===== src/rtl/run_detect_ctrl.sv =====
// Run-length pattern detector controller: holds run length, arms/disarms,
// counts hits per polarity and reports them on a valid/ready event port.
module run_detect_ctrl #(
    parameter int LEN_W   = 4,
    parameter int CNT_W   = 16,
    parameter int DEF_LEN = 3
) (
    input  logic             clk,
    input  logic             reset,
    input  logic             cfg_wr,
    input  logic [LEN_W-1:0] cfg_len,
    output logic             cfg_err,
    input  logic             start,
    input  logic             stop,
    input  logic             bit_vld,
    input  logic             bit_in,
    output logic             match,
    output logic             busy,
    output logic             evt_valid,
    input  logic             evt_ready,
    output logic             evt_pol,
    output logic             evt_ovf,
    output logic [CNT_W-1:0] cnt_ones,
    output logic [CNT_W-1:0] cnt_zeros
);

    typedef enum logic [1:0] {
        S_IDLE  = 2'd0,
        S_RUN   = 2'd1,
        S_DRAIN = 2'd2
    } state_t;

    localparam logic [LEN_W-1:0] LEN_MAX = '1;
    localparam logic [LEN_W-1:0] LEN_DEF = LEN_W'(DEF_LEN);
    localparam logic [LEN_W-1:0] LEN_MIN = LEN_W'(2);
    localparam logic [CNT_W-1:0] CNT_MAX = '1;

    state_t           state_q, state_d;
    logic [LEN_W-1:0] len_q, len_d;
    logic [LEN_W-1:0] run_q, run_d;
    logic             last_q, last_d;
    logic [CNT_W-1:0] ones_q, ones_d;
    logic [CNT_W-1:0] zeros_q, zeros_d;
    logic             evv_q, evv_d;
    logic             evp_q, evp_d;
    logic             ovf_q, ovf_d;
    logic             err_q, err_d;

    logic             arm;
    logic             run_en;
    logic             cont;
    logic [LEN_W-1:0] nrun;
    logic             hit;
    logic             cfg_ok;

    // State register
    always_ff @(posedge clk or negedge reset) begin
        if (!reset) begin
            state_q <= S_IDLE;
        end else begin
            state_q <= state_d;
        end
    end

    // Next-state logic
    always_comb begin
        state_d = state_q;
        unique case (state_q)
            S_IDLE:  if (start)      state_d = S_RUN;
            S_RUN:   if (stop)       state_d = S_DRAIN;
            S_DRAIN: if (!evv_q)     state_d = S_IDLE;
            default:                 state_d = S_IDLE;
        endcase
    end

    // FSM-derived controls
    always_comb begin
        arm    = (state_q == S_IDLE) && start;
        run_en = (state_q == S_RUN);
        busy   = (state_q != S_IDLE);
    end

    // Run tracking; the counter saturates so very long runs keep hitting
    always_comb begin
        cont = (run_q != '0) && (bit_in == last_q);
        if (!cont) begin
            nrun = LEN_W'(1);
        end else if (run_q == LEN_MAX) begin
            nrun = LEN_MAX;
        end else begin
            nrun = run_q + LEN_W'(1);
        end
        hit = run_en && bit_vld && (nrun >= len_q);
    end

    always_comb begin
        run_d  = run_q;
        last_d = last_q;
        if (arm) begin
            run_d = '0;
        end else if (run_en && bit_vld) begin
            run_d  = nrun;
            last_d = bit_in;
        end
    end

    // Saturating per-polarity hit counters
    always_comb begin
        ones_d  = ones_q;
        zeros_d = zeros_q;
        if (arm) begin
            ones_d  = '0;
            zeros_d = '0;
        end else if (hit) begin
            if (bit_in) begin
                if (ones_q != CNT_MAX) ones_d = ones_q + CNT_W'(1);
            end else begin
                if (zeros_q != CNT_MAX) zeros_d = zeros_q + CNT_W'(1);
            end
        end
    end

    // Event port: a hit replaces only a free or accepted slot
    always_comb begin
        evv_d = evv_q;
        evp_d = evp_q;
        ovf_d = ovf_q;
        if (arm) begin
            ovf_d = 1'b0;
        end
        if (hit && (!evv_q || evt_ready)) begin
            evv_d = 1'b1;
            evp_d = bit_in;
        end else if (hit) begin
            ovf_d = 1'b1;
        end else if (evv_q && evt_ready) begin
            evv_d = 1'b0;
        end
    end

    // Configuration
    always_comb begin
        cfg_ok = cfg_wr && (state_q == S_IDLE) && (cfg_len >= LEN_MIN);
        len_d  = cfg_ok ? cfg_len : len_q;
        err_d  = cfg_wr && !cfg_ok;
    end

    always_ff @(posedge clk or negedge reset) begin
        if (!reset) begin
            len_q   <= LEN_DEF;
            run_q   <= '0;
            last_q  <= 1'b0;
            ones_q  <= '0;
            zeros_q <= '0;
            evv_q   <= 1'b0;
            evp_q   <= 1'b0;
            ovf_q   <= 1'b0;
            err_q   <= 1'b0;
        end else begin
            len_q   <= len_d;
            run_q   <= run_d;
            last_q  <= last_d;
            ones_q  <= ones_d;
            zeros_q <= zeros_d;
            evv_q   <= evv_d;
            evp_q   <= evp_d;
            ovf_q   <= ovf_d;
            err_q   <= err_d;
        end
    end

    // Output logic
    always_comb begin
        match     = hit;
        cfg_err   = err_q;
        evt_valid = evv_q;
        evt_pol   = evp_q;
        evt_ovf   = ovf_q;
        cnt_ones  = ones_q;
        cnt_zeros = zeros_q;
    end

endmodule


===== config.mk =====
export PLATFORM = sky130hd
export DESIGN_NAME = run_detect_ctrl
export DESIGN_NICKNAME = d
export VERILOG_FILES = /design/src/rtl/run_detect_ctrl.sv
export SDC_FILE = /design/constraint.sdc
export NUM_CORES = 1
export LEC_CHECK = 0
export BUFFER_PORTS_ARGS = -buffer_cell sky130_fd_sc_hd__clkbuf_2
export CAP_MARGIN = 20
export CORE_ASPECT_RATIO = 1.1
export CORE_MARGIN = 2
export CORE_UTILIZATION = 30
export CTS_CLUSTER_DIAMETER = 200
export DETAILED_ROUTE_END_ITERATION = 10
export GPL_TIMING_DRIVEN = 0
export PLACE_DENSITY = 0.6
export SLEW_MARGIN = 15
export SYNTH_ARGS = -nofsm -noshare
export SYNTH_HDL_FRONTEND = slang
export SYNTH_SLANG_ARGS = --single-unit

===== constraint.sdc =====
create_clock -name clk -period 8.1 [get_ports clk]
set_input_delay 0.405 -clock clk [delete_from_list [all_inputs] [get_ports clk]]
set_output_delay 0.405 -clock clk [all_outputs]
set_load 0.1 [all_outputs]

Word-level counts from Yosys, hierarchy flattened
Index checks and enable logic that the tools add are counted.
W data, S select, Z words.
{"block": "word_totals", "regBits": 47, "latch_bits": 0, "ramBits": 0, "mem_bits_ro": 0, "input_bits": 12, "output_inout_bits": 38, "elab_cells": 75, "mem_count": 0}
{"block": "classes", "n_addsub": 3, "mul": 0, "div_mod_pow": 0, "magnitude_cmp": 2, "eq_ne": 11, "shifts": 0, "mux": 22, "n_bitwise": 1, "n_reduce_logical": 26}
{"operator": "$mux W16", "n": 8}
{"operator": "$add A16 B1 Y16 const B", "n": 2}
{"operator": "$ne A16 B16 Y1 const B", "n": 2}
{"operator": "$mux W4", "n": 4}
{"operator": "$reduce_bool A2 Y1", "n": 7}
{"operator": "$logic_and A1 B1 Y1", "n": 9}
{"operator": "$reduce_and A3 Y1", "n": 3}
{"operator": "$mux W1", "n": 6}
{"operator": "$mux W2", "n": 3}
{"operator": "$ne A2 B2 Y1 const B", "n": 3}
{"operator": "$pmux W2 S3", "n": 1}
{"operator": "$add A4 B1 Y4 const B", "n": 1}
{"operator": "$eq A4 B4 Y1 const B", "n": 1}
{"operator": "$ge A4 B2 Y1 const B", "n": 1}
{"operator": "$ge A4 B4 Y1", "n": 1}
{"operator": "$ne A2 B1 Y1 const B", "n": 2}
{"operator": "$reduce_and A2 Y1", "n": 2}
{"operator": "$reduce_bool A4 Y1", "n": 1}
{"operator": "$eq A2 B1 Y1 const B", "n": 1}
{"operator": "$eq A2 B2 Y1 const B", "n": 1}
{"operator": "$logic_not A1 Y1", "n": 2}
{"operator": "$logic_not A2 Y1", "n": 1}
{"operator": "$eq A1 B1 Y1", "n": 1}
{"operator": "$logic_or A1 B1 Y1", "n": 1}
{"operator": "$not A1 Y1", "n": 1}

Depth between registers and ports, before layout
{"block": "depth", "word_depth": 8, "ltp_mapped": 13, "depth_no_buf": 11}

Worst setup path after synthesis
Ideal clock, no wire load.
{"block": "synth_path", "kind": "register to output", "startpoint": "register run_q[0]", "endpoint": "output match", "arrival_time_ns": 2.756, "required_ns": 7.695, "slack_ns": 4.939, "stages_incl_launch_ff": 10, "path_buffers": 0, "cell_sequence": "dfrtp_1 inv_1 ha_1 nand2_1 nand2_1 nor3_1 ha_1 o21a_1 o21ai_4 nor2_1"}
{"block": "synth_between", "elab_chain_cells": 5, "elab_cells_between_ends": 8, "classes_between": "add/sub: 1; order compare: 1; eq/ne: 1; mux: 2; reduce/logical: 3"}
{"element": "start, declared", "line_no": "40", "source": "logic [LEN_W-1:0] run_q, run_d;"}
{"element": "start signal, assigned", "line_no": "161", "source": "run_q <= run_d;"}
{"element": "$add A4 B1 Y4 (tied with other cells)", "line_no": "91", "source": "nrun = run_q + LEN_W'(1);"}
{"element": "$mux W4 / $logic_and A1 B1 Y1 (equally long branches)", "line_no": "88, 85"}
{"element": "$mux W4 (*)", "line_no": "86", "source": "if (!cont) begin"}
{"element": "$ge A4 B4 Y1 (*)", "line_no": "93", "source": "hit = run_en && bit_vld && (nrun >= len_q);"}
{"element": "$logic_and A1 B1 Y1 (*)", "line_no": "93"}
{"element": "end, declared", "line_no": "17", "source": "output logic match,"}
Mark *: on every way between the ends. The rest lies on a longest branch, timed or not.

Worst setup path after layout
Ends and elaborated chain as after synthesis.

==> results.yml <==
run_status:
  status: "finished clean"
drt:
  drc: 0
  drt-total-wl_mm: 6.33
  drtIter0Drc: 84
  vias: 2280
  routed_via_density: 5.24
  dr.pass1.iters: 4
  wl_per_cell_um: 14.6
  ant_nets: 0
worst_setup_path:
  crit_fanout: 8
  start_kind: "register"
  worst_ep_required_time_ns: 7.70
  arrival_ns: 3.12
  crit_path_end_kind: "output pin"
  crit_type: "reg -> out"
layout:
  final_common_cell: "clkbuf_2"
  antenna_cells: 0
  num-nets-final: 345
  final_cell_mix: "49 x clkbuf_2, 45 x dfrtp_1, 31 x nand2_1"
  syn_to_final_growth_pct: 17.9
  drive_above_1_share_pct: 21.0
  nFillCells: 868
timing:
  hold_viol: 0
  min_period_over_period_pct: 43.5
  setup_viol: 0
  setup_tns_ns: 0
  whs_ns: 0.154
  slew_violations: 0
  rsz0062_at_grt: "no"
  worst_slew_pin_slew_ns: 1.01
  timing.slew.headroom_pct: 31.9
  finalWorstSetupSlack_ns: 4.58
  fmaxAchievable_mhz: 284
  finalCriticalPeriod_ns: 3.52
  clock_skew_ns: 0.00307
clocking:
  clk_path_buf_depth: 2
  ctsHoldBuffers: 0
  cts_setup_buffers: 0
  clock-sinks: 47
  cts.htree.levels: 2
  path_clk_slew_ns: 0.08
  cts-root-buf: "clkbuf_8"
  cts_buffers: 5
  cts_tree: "done"
  cts.repair.resized: 0
  clk_latency_ns: 0.29
power:
  seqPwrFrac_pct: 40.6
  p_sw_share_pct: 44.9
  power_density_nw_per_um2: 242
  pwr-share-clk_pct: 17.8
  internal-power_uw: 404
  p_leak_uw: 0.00141
  p_sw_uw: 329
  pwr-share-comb_pct: 41.6
  irDropWorstVdd_mv: 0.0683
  totalPowerFinal_uw: 732
synth:
  synthCells: 269
  yosysTopAreaCell: "dfrtp_1"
  yosysSeqAreaShare_pct: 45.8
  synth_area_per_cell_um2: 9.56
  syn_area_um2: 2570
  syn-num-nets: 289
  yosysWarnings: 0
  synth_top_area_share_pct: 43.8
  synth_area_leaders: "dfrtp_1 44%, nand2_1 4.5%, ha_1 3.9%"
  async_flop_share_pct: 100
  synthFlopType: "dfrtp_1"
  ys_types: 49
  yosys_register_bits: 47
  synth-edff-count: 0
grt:
  grt.total_usage_pct: 14.4
  grt_overflow: 0
  grt_max_degree: 48
  antenna_found_initial: 0
  grt_pass1_wl_mm: 10.7
  grt_pass1_vias: 2154
floorplan:
  rows: 35
  die_y_um: 101
  start_util_pct: 30.7
  dieWidth_um: 92.3
  pin_count: 50
  core_um2: 8360
  die_area_um2: 9330
place:
  hpwl_mm: 4.63
  portBuffers: 49
  place_ws_ns: 4.74
  gp_congestion: 0.807
hold_path:
  min_path_type: "in -> async"
job:
  drv_cap: 0
==> cells by family after synthesis <==
| kind of cell | synth area share, % |
|---|---|
| xor gates and xnor gates | 1.36 |
| and+or+nand+nor | 25.5 |
| buffers and inverters | 3.45 |
| AOI/OAI and AO/OA | 15.1 |
| muxes | 4.82 |
| adders and majority gates | 3.89 |
| DFF | 45.8 |
==> flip-flops by register name, indices dropped and copies added, names as in the netlist <==
name	cells
cfg_err	1
cnt_ones	16
cnt_zeros	16
evt_ovf	1
evt_pol	1
evt_valid	1
last_q	1
len_q	4
run_q	4
state_q	2
==> cell type report <==
cell class | instances | area [um2] | share of cell area (%)
sequential | 47 | 1180 | 38.9
buffer | 10 | 51.3 | 1.69
tap | 111 | 139 | 4.58
clock buffer | 6 | 72.6 | 2.39
timing repair buffer | 49 | 248 | 8.18
multi-input combinational | 202 | 1300 | 43.0
inverter | 10 | 37.5 | 1.24
==> power by group through the flow <==
| stage | Combinational, uW | Sequential, uW | Clock (uW) |
|---|---|---|---|
| 4_1_cts | 309 | 297 | 136 |
| 6_report | 305 | 297 | 131 |
| 3_5_place_dp | 308 | 302 | 0 |
| 2_1_floorplan | 165 | 372 | 0 |
| 3_3_place_gp | 303 | 299 | 0 |
| 5_1_grt | 331 | 302 | 145 |
==> metal layers <==
metal  track usage [%]  vias up  part of all wire, %
li1                  -     1123                    -
met3              3.07        5                  4.5
met5                 0        -                    0
met4              4.48        0                  1.2
met2              22.2       55                   45
met1              20.2     1097                   49
==> cells in the mapped netlist, types with 2 or more instances <==
cell type / n
a21oi_1: 11
a221o_1: 3
a22o_1: 4
a31oi_1: 6
and2_1: 4
and3_1: 7
and4_1: 4
buf_2: 4
clkbuf_1: 3
dfrtp_1: 45
dfstp_2: 2
ha_1: 8
inv_1: 10
mux2_2: 3
mux2i_1: 9
nand2_1: 31
nand2b_1: 3
nand3_1: 16
nand4_1: 9
nor2_1: 13
nor2b_1: 3
nor3_1: 8
nor4_1: 5
nor4b_1: 2
o211ai_1: 2
o21a_1: 3
o21ai_0: 14
o31ai_1: 5
or3_1: 5
or4_1: 6
xnor2_1: 3
==> through the flow <==
stage | utilization (%) | cells | area, um2
final | 36.2 | 435 | 3030
after global placement | 35.3 | 429 | 2960
after floorplan | - | 269 | 2570
after detailed placement | 35.4 | 429 | 2960
after CTS | 36.2 | 435 | 3030
after global routing | 36.2 | 435 | 3030
==> path summary, 6_finish.rpt <==
| check | start | endpoint | slack [ns] | cells past startpoint |
|---|---|---|---|---|
| max | run_q[0]$_DFFE_PN0P_ | match | 4.58 | 9 |
| min | reset | state_q[0]$_DFFE_PN0P_ | 0.15 | 1 |
| max reg2reg | run_q[0]$_DFFE_PN0P_ | cnt_zeros[3]$_DFFE_PN0P_ | 4.70 | 12 |
| min reg2reg | state_q[1]$_DFFE_PN0P_ | state_q[0]$_DFFE_PN0P_ | 0.49 | 1 |
| max in group asynchronous | reset | cnt_zeros[4]$_DFFE_PN0P_ | 7.52 | 1 |
| min in group clk | stop | state_q[0]$_DFFE_PN0P_ | 0.31 | 2 |
==> worst max-delay path, stage by stage (launching register included) <==
cell       delay (ns)
dfrtp_1          0.45
ha_1             0.27
nand3_1          0.11
nand2_1          0.06
nor2_1           0.14
ha_1             0.24
nand2b_1         0.15
a2111oi_2        0.80
nor2_1           0.18
clkbuf_2         0.42
No activity file was read; power rests on OpenSTA's default activity.
